<file path="src/rtl/seq_div_pkg.sv">
// Shared types and constants for the sequential signed divider: FSM states, default width,
// and the saturation bounds applied to an out-of-range quotient.
package seq_div_pkg;

  localparam int unsigned DefaultWidth = 32;

  typedef enum logic [1:0] {
    StIdle,
    StCalc,
    StFix
  } state_e;

  localparam logic [DefaultWidth-1:0] QMAX = {1'b0, {(DefaultWidth-1){1'b1}}};
  localparam logic [DefaultWidth-1:0] QMIN = {1'b1, {(DefaultWidth-1){1'b0}}};

endpackage

</file>
<file path="src/rtl/seq_signed_divider_if.sv">
// Start/busy/done handshake and operand/result bundle for the sequential signed divider.
interface seq_signed_divider_if #(
  parameter int unsigned WIDTH = seq_div_pkg::DefaultWidth
);
  logic               start;
  logic [2*WIDTH-1:0] x;
  logic [WIDTH-1:0]   y;
  logic [WIDTH-1:0]   q;
  logic [WIDTH-1:0]   r;
  logic               busy;
  logic               done;
  logic               div_zero;
  logic               ovf;

  modport master (
    output start, x, y,
    input  q, r, busy, done, div_zero, ovf
  );

  modport slave (
    input  start, x, y,
    output q, r, busy, done, div_zero, ovf
  );
endinterface

</file>
<file path="src/rtl/div_step.sv">
// One combinational radix-2 restoring step: shift in a dividend bit, trial-subtract |divisor|.
module div_step #(
  parameter int unsigned WIDTH = 32
) (
  input  logic [WIDTH-1:0] rem_i,
  input  logic             bit_i,
  input  logic [WIDTH-1:0] dmag_i,
  output logic [WIDTH-1:0] rem_o,
  output logic             q_o
);
  logic [WIDTH:0] shifted;
  logic [WIDTH:0] trial;

  // rem_i < |divisor| <= 2^(WIDTH-1), so the shifted value and the trial both fit WIDTH+1 bits.
  always_comb begin
    shifted = {rem_i, bit_i};
    trial   = shifted - {1'b0, dmag_i};
    q_o     = ~trial[WIDTH];
    rem_o   = q_o ? trial[WIDTH-1:0] : shifted[WIDTH-1:0];
  end
endmodule

</file>
<file path="src/rtl/seq_signed_divider.sv">
// Multi-cycle signed 2W/W divider, truncating toward zero, with start/busy/done handshake.
// Define SEQ_DIV_FAST_ZERO_EN to finish in one step when |X| < |Y|.
module seq_signed_divider
  import seq_div_pkg::*;
#(
  parameter int unsigned WIDTH = DefaultWidth
) (
  input  logic                 clk_i,
  input  logic                 rst_ni,
  seq_signed_divider_if.slave  div_io
);
  localparam int unsigned DW   = 2 * WIDTH;
  localparam int unsigned CntW = $clog2(DW + 1);

  state_e            state_q, state_d;
  logic [CntW-1:0]   cnt_q, cnt_d;
  logic [DW-1:0]     dvd_q, dvd_d;
  logic [WIDTH-1:0]  rem_q, rem_d;
  logic [WIDTH-1:0]  ymag_q, ymag_d;
  logic              sx_q, sx_d, sy_q, sy_d, zero_q, zero_d;
  logic [WIDTH-1:0]  q_q, q_d, r_q, r_d;
  logic              busy_q, busy_d, done_q, done_d, dz_q, dz_d, ovf_q, ovf_d;

  logic [DW-1:0]     xmag;
  logic [WIDTH-1:0]  ymag_in;
  logic              y_zero;
  logic [WIDTH-1:0]  step_rem;
  logic              step_q;
  logic              neg;
  logic [DW-1:0]     lim;
  logic [WIDTH-1:0]  q_mag;

  // Unsigned 2W-bit magnitude: -2^(2W-1) maps to 2^(2W-1) without wrapping.
  assign xmag    = div_io.x[DW-1] ? (~div_io.x + 1'b1) : div_io.x;
  assign ymag_in = div_io.y[WIDTH-1] ? (~div_io.y + 1'b1) : div_io.y;
  assign y_zero  = (div_io.y == '0);

`ifdef SEQ_DIV_FAST_ZERO_EN
  logic x_lt_y;
  assign x_lt_y = (xmag < {{WIDTH{1'b0}}, ymag_in});
`endif

  div_step #(.WIDTH(WIDTH)) u_step (
    .rem_i  (rem_q),
    .bit_i  (dvd_q[DW-1]),
    .dmag_i (ymag_q),
    .rem_o  (step_rem),
    .q_o    (step_q)
  );

  always_ff @(posedge clk_i or negedge rst_ni) begin
    if (!rst_ni) begin
      state_q <= StIdle;
      cnt_q   <= '0;
    end else begin
      state_q <= state_d;
      cnt_q   <= cnt_d;
    end
  end

  always_comb begin
    state_d = state_q;
    cnt_d   = cnt_q;
    unique case (state_q)
      StIdle: begin
        if (div_io.start) begin
          if (y_zero) begin
            state_d = StFix;
`ifdef SEQ_DIV_FAST_ZERO_EN
          end else if (x_lt_y) begin
            state_d = StFix;
`endif
          end else begin
            state_d = StCalc;
            cnt_d   = CntW'(DW);
          end
        end
      end
      StCalc: begin
        cnt_d = cnt_q - 1'b1;
        if (cnt_q == CntW'(1)) state_d = StFix;
      end
      StFix:   state_d = StIdle;
      default: state_d = StIdle;
    endcase
  end

  // Quotient magnitude is the shifted-out dividend register after 2W steps.
  assign neg   = sx_q ^ sy_q;
  assign lim   = {{WIDTH{1'b0}}, neg, {(WIDTH-1){~neg}}};
  assign q_mag = dvd_q[WIDTH-1:0];

  always_comb begin
    dvd_d  = dvd_q;
    rem_d  = rem_q;
    ymag_d = ymag_q;
    sx_d   = sx_q;
    sy_d   = sy_q;
    zero_d = zero_q;
    q_d    = q_q;
    r_d    = r_q;
    busy_d = busy_q;
    done_d = 1'b0;
    dz_d   = dz_q;
    ovf_d  = ovf_q;
    unique case (state_q)
      StIdle: begin
        if (div_io.start) begin
          sx_d   = div_io.x[DW-1];
          sy_d   = div_io.y[WIDTH-1];
          dvd_d  = xmag;
          ymag_d = ymag_in;
          rem_d  = '0;
          zero_d = y_zero;
          busy_d = 1'b1;
          dz_d   = 1'b0;
          ovf_d  = 1'b0;
`ifdef SEQ_DIV_FAST_ZERO_EN
          if (!y_zero && x_lt_y) begin
            rem_d = xmag[WIDTH-1:0];
            dvd_d = '0;
          end
`endif
        end
      end
      StCalc: begin
        rem_d = step_rem;
        dvd_d = {dvd_q[DW-2:0], step_q};
      end
      StFix: begin
        busy_d = 1'b0;
        done_d = 1'b1;
        if (zero_q) begin
          q_d   = '0;
          r_d   = '0;
          dz_d  = 1'b1;
          ovf_d = 1'b0;
        end else if (dvd_q > lim) begin
          q_d   = neg ? {1'b1, {(WIDTH-1){1'b0}}} : {1'b0, {(WIDTH-1){1'b1}}};
          r_d   = '0;
          ovf_d = 1'b1;
        end else begin
          q_d = neg ? (~q_mag + 1'b1) : q_mag;
          r_d = sx_q ? (~rem_q + 1'b1) : rem_q;
        end
      end
      default: ;
    endcase
  end

  always_ff @(posedge clk_i or negedge rst_ni) begin
    if (!rst_ni) begin
      dvd_q  <= '0;
      rem_q  <= '0;
      ymag_q <= '0;
      sx_q   <= 1'b0;
      sy_q   <= 1'b0;
      zero_q <= 1'b0;
      q_q    <= '0;
      r_q    <= '0;
      busy_q <= 1'b0;
      done_q <= 1'b0;
      dz_q   <= 1'b0;
      ovf_q  <= 1'b0;
    end else begin
      dvd_q  <= dvd_d;
      rem_q  <= rem_d;
      ymag_q <= ymag_d;
      sx_q   <= sx_d;
      sy_q   <= sy_d;
      zero_q <= zero_d;
      q_q    <= q_d;
      r_q    <= r_d;
      busy_q <= busy_d;
      done_q <= done_d;
      dz_q   <= dz_d;
      ovf_q  <= ovf_d;
    end
  end

  assign div_io.q        = q_q;
  assign div_io.r        = r_q;
  assign div_io.busy     = busy_q;
  assign div_io.done     = done_q;
  assign div_io.div_zero = dz_q;
  assign div_io.ovf      = ovf_q;

endmodule

</file>
<file path="src/flat_wrapper.sv">
// flat-port wrapper written by rule: the top's interface ports become plain ports
module seq_signed_divider_flat import seq_div_pkg::*;
#(
  parameter int unsigned WIDTH = DefaultWidth
)
  (clk_i, rst_ni, div_io_start, div_io_x, div_io_y, div_io_q, div_io_r, div_io_busy, div_io_done, div_io_div_zero, div_io_ovf);
  seq_signed_divider_if #(.WIDTH(WIDTH)) div_io_i ();
  input  logic clk_i;
  input  logic rst_ni;
  input wire logic [$bits(div_io_i.start)-1:0] div_io_start;
  input wire logic [$bits(div_io_i.x)-1:0] div_io_x;
  input wire logic [$bits(div_io_i.y)-1:0] div_io_y;
  output wire logic [$bits(div_io_i.q)-1:0] div_io_q;
  output wire logic [$bits(div_io_i.r)-1:0] div_io_r;
  output wire logic [$bits(div_io_i.busy)-1:0] div_io_busy;
  output wire logic [$bits(div_io_i.done)-1:0] div_io_done;
  output wire logic [$bits(div_io_i.div_zero)-1:0] div_io_div_zero;
  output wire logic [$bits(div_io_i.ovf)-1:0] div_io_ovf;
  assign div_io_i.start = div_io_start;
  assign div_io_i.x = div_io_x;
  assign div_io_i.y = div_io_y;
  assign div_io_q = div_io_i.q;
  assign div_io_r = div_io_i.r;
  assign div_io_busy = div_io_i.busy;
  assign div_io_done = div_io_i.done;
  assign div_io_div_zero = div_io_i.div_zero;
  assign div_io_ovf = div_io_i.ovf;
  seq_signed_divider #(.WIDTH(WIDTH)) u_core (.clk_i(clk_i), .rst_ni(rst_ni), .div_io(div_io_i));
endmodule
</file>
<file path="config.mk">
export PLATFORM = sky130hd
export DESIGN_NAME = seq_signed_divider_flat
export DESIGN_NICKNAME = d
export VERILOG_FILES = /design/src/rtl/seq_div_pkg.sv /design/src/rtl/seq_signed_divider_if.sv /design/src/rtl/div_step.sv /design/src/rtl/seq_signed_divider.sv /design/src/flat_wrapper.sv
export SDC_FILE = /design/constraint.sdc
export NUM_CORES = 1
export LEC_CHECK = 0
export BUFFER_PORTS_ARGS = -buffer_cell sky130_fd_sc_hd__buf_4
export CAP_MARGIN = 20
export CORE_UTILIZATION = 50
export CTS_CLUSTER_DIAMETER = 60
export CTS_CLUSTER_SIZE = 25
export DETAILED_ROUTE_END_ITERATION = 6
export PLACE_DENSITY = 0.78
export SLEW_MARGIN = 20
export SYNTH_ARGS = -nofsm -noshare
export SYNTH_HDL_FRONTEND = slang
export SYNTH_SLANG_ARGS = --single-unit
</file>
<file path="constraint.sdc">
create_clock -name clk_i -period 11 [get_ports clk_i]
set_input_delay 1.1 -clock clk_i [delete_from_list [all_inputs] [get_ports clk_i]]
set_output_delay 1.1 -clock clk_i [all_outputs]
set_load 0.05 [all_outputs]
</file>
==> impl_metrics.csv <==
group,metric,value,unit
status,outcome,"finished clean",
finish,final_area,16400,um2
finish,layout_commonest_cell,"o21ai_0",
timing,fin_crit,5.46,ns
timing,finalCritPeriodShare,0.496,
setup_path,crit_required,11.44,ns
synthesis,ys_async_sr_fraction,1.00,
global_route,antenna_found_initial,0,
synthesis,synth_fp_nets,1825,
placed_design,io_buffers,166,
finish,fillers,2468,
finish,nets,1933,
timing,finalHoldViolCount,0,
route,wl_per_cell,17.0,um
finish,area_growth_syn_to_layout,15.1,%
route,drc,0,
synthesis,synth_edf_count,0,
setup_path,critPathLaunchType,"flip-flop",
global_route,grt_pass1_vias,11700,
power_and_ir_drop,powerDensity,304,nW/um2
synthesis,synth_area,14200,um2
finish,multi_input_area,8470,um2
clock_network,cts_resized,0,
floorplanning,chipHeight,171,um
clock_network,cts_setup_buffers,0,
synthesis,avgSynthCellArea,8.58,um2
synthesis,synth-seq-cells,208,
clock_network,path_clk_slew,0.07,ns
finish,diodes,0,
clock_network,clock_sinks,208,
floorplanning,die_w,171,um
setup_path,reg2reg_to,"u_core.div_io.q[1]",
synthesis,yosys_warnings,0,
setup_path,reg2reg_depth,16,
timing,rsz0062_at_grt,"false",
route,routed_via_density,5.89,
route,ant_nets,0,
placed_design,dp.cells,2122,
synthesis,synth_cells,1657,
setup_path,endpoint_kind,"flip-flop",
route,firstDrtPassIters,5,
clock_network,cts_buffer_depth,3,
finish,layout.cells.non_filler,2155,
finish,layout-drive-gt1-share,0.137,
finish,regArea,5200,um2
timing,relSlewSlack,0.298,
timing,setup_tns,0,ns
floorplanning,core,27900,um2
timing,setup_viol,0,
placed_design,dp_slack,5.61,ns
floorplanning,io_pins,167,
route,drt-initial-drc-count,888,
clock_network,cts_hold_buf,0,
setup_path,cp_max_fo,38,
floorplanning,initial_core_util,0.510,
clock_network,cts_tree,"yes",
power_and_ir_drop,ir_worst_vdd,165,uV
route,finalWirelength,36.7,mm
placed_design,place_congestion,0.924,
setup_path,worstReg2RegStart,"u_core.sx_q",
setup_path,crit_type,"flip-flop to flip-flop",
timing,skew,0.0281,ns
global_route,grt_max_degree,82,
clock_network,root_buffer,"clkbuf_16",
setup_path,arrival,5.89,ns
timing,slew_violations,0,
placed_design,hpwl,27.5,mm
floorplanning,dieArea,29100,um2
global_route,grt_usage,0.254,
timing,tightest_slew,1.05,ns
route,via_count,12700,
timing,timing.fmax,0.183,GHz
clock_network,cts-htree-levels,1,
synthesis,seq_area_frac_synth,0.366,
synthesis,ys.flop_type,"dfrtp_1",
setup_path,r2r_slack,5.54,ns
setup_path,worstSetupEndpoint,"u_core.div_io.q[1]",
setup_path,crit_start,"u_core.sx_q",
floorplanning,rows,61,
hold_path,hp-class,"flip-flop to flip-flop",
synthesis,synth.distinct_cells,71,
power_and_ir_drop,leakage,7.15,nW
clock_network,clk_latency,0.52,ns
timing,final.setup.worst_slack,5.54,ns
placed_design,dpl_cell_area,15700,um2
flow_run,cap_violations,0,
finish,most-common-layout-cells,"o21ai_0 (250), dfrtp_1 (208), nand2_1 (188)",
global_route,grt_pass1_wl,60.3,mm
global_route,overflow,0,
clock_network,cts_buffers,19,
## cells by family after synthesis
kind of cell / Yosys count / share of synthesized area
AOI/OAI and AO/OA: 537 / 0.235
DFF: 208 / 0.366
adders and majority gates: 70 / 0.0620
muxes: 37 / 0.0264
buffers and inverters: 149 / 0.0402
and+or+nand+nor: 502 / 0.175
xor gates and xnor gates: 154 / 0.0949
## critical path: stages, from the launching register on
cell	delay, ns
dfrtp_1	0.96
xnor2_1	0.17
buf_4	0.25
inv_1	0.57
buf_4	0.50
ha_1	0.33
a21o_1	0.16
a21o_1	0.17
a21oi_1	0.13
o21ai_0	0.11
a221oi_1	0.30
o211ai_1	0.16
and2_1	0.16
buf_4	0.22
nor2_1	0.77
a21boi_0	0.21
o21ai_0	0.18
## how the worst min path moves through the flow
| stage | startpoint | to | slack (ns) | depth (start not counted) |
|---|---|---|---|---|
| 2_1_floorplan | u_core.ymag_q[10] | u_core.ymag_q[10] | 0.45 | 2 |
| 3_3_place_gp | u_core.div_io.q[13] | u_core.div_io.q[13] | 0.46 | 2 |
| 3_5_place_dp | u_core.div_io.q[30] | u_core.div_io.q[30] | 0.46 | 2 |
| 4_1_cts | u_core.div_io.q[30] | u_core.div_io.q[30] | 0.48 | 2 |
| 5_1_grt | u_core.div_io.q[13] | u_core.div_io.q[13] | 0.49 | 2 |
| 6_report | u_core.div_io.q[13] | u_core.div_io.q[13] | 0.47 | 2 |
## cell type report
class,instances,area share
clock inverters,14,0.0108
repair buffers,177,0.0816
clock buffers,19,0.0291
flip-flops and latches,208,0.318
multi-input cells,1300,0.518
well taps,378,0.0289
inverters,59,0.0135
## through the flow
step | hold WS, ns | power, mW | utilization
2_1_floorplan | 0.450 | 3.56 | -
3_3_place_gp | 0.459 | 4.16 | 0.564
3_5_place_dp | 0.464 | 4.25 | 0.564
4_1_cts | 0.480 | 4.96 | 0.587
5_1_grt | 0.488 | 5.41 | 0.587
6_report | 0.474 | 4.97 | 0.587
## registers in the layout (all words and copies together), names as in the netlist, 2 cells and up
name and cells:
u_core.cnt_q 7, u_core.div_io.q 32, u_core.div_io.r 32, u_core.dvd_q 64, u_core.rem_q 32, u_core.state_q 2, u_core.ymag_q 32
## metal layers
layer | share of wire | global-route usage
met2 | 0.43 | 0.381
met5 | 0 | 0
met4 | 0.024 | 0.0740
met1 | 0.48 | 0.374
met3 | 0.062 | 0.0423
## cell usage after synthesis (5+ instances only)
cell type | n | area [um2]
a211oi_1 | 7 | 52.6
a21boi_0 | 5 | 37.5
a21o_1 | 26 | 195
a21oi_1 | 58 | 290
a221oi_1 | 14 | 123
a22o_1 | 13 | 114
a22oi_1 | 54 | 405
a31oi_1 | 7 | 43.8
buf_1 | 6 | 22.5
buf_2 | 10 | 50.1
clkbuf_1 | 74 | 278
dfrtp_1 | 208 | 5200
ha_1 | 68 | 851
inv_1 | 58 | 218
mux2i_1 | 33 | 330
nand2_1 | 190 | 713
nand2b_1 | 12 | 75.1
nand3_1 | 63 | 315
nand4_1 | 18 | 113
nor2_1 | 70 | 263
nor2b_1 | 14 | 87.6
nor3_1 | 29 | 145
nor4_1 | 26 | 163
o211ai_1 | 8 | 60.1
o21a_1 | 9 | 67.6
o21ai_0 | 250 | 1250
o21ai_1 | 6 | 30.0
o31ai_1 | 28 | 210
o41ai_1 | 22 | 193
or3_1 | 32 | 200
or3_4 | 5 | 56.3
or4_1 | 15 | 113
xnor2_1 | 40 | 350
xor2_1 | 114 | 998
## power by group
part           switching, mW  total, mW  internal, mW
Sequential             0.408       1.46          1.05
Clock                  0.330      0.691         0.361
Combinational           1.61       2.82          1.21
Note: power is estimated with default switching activity, not from simulation.
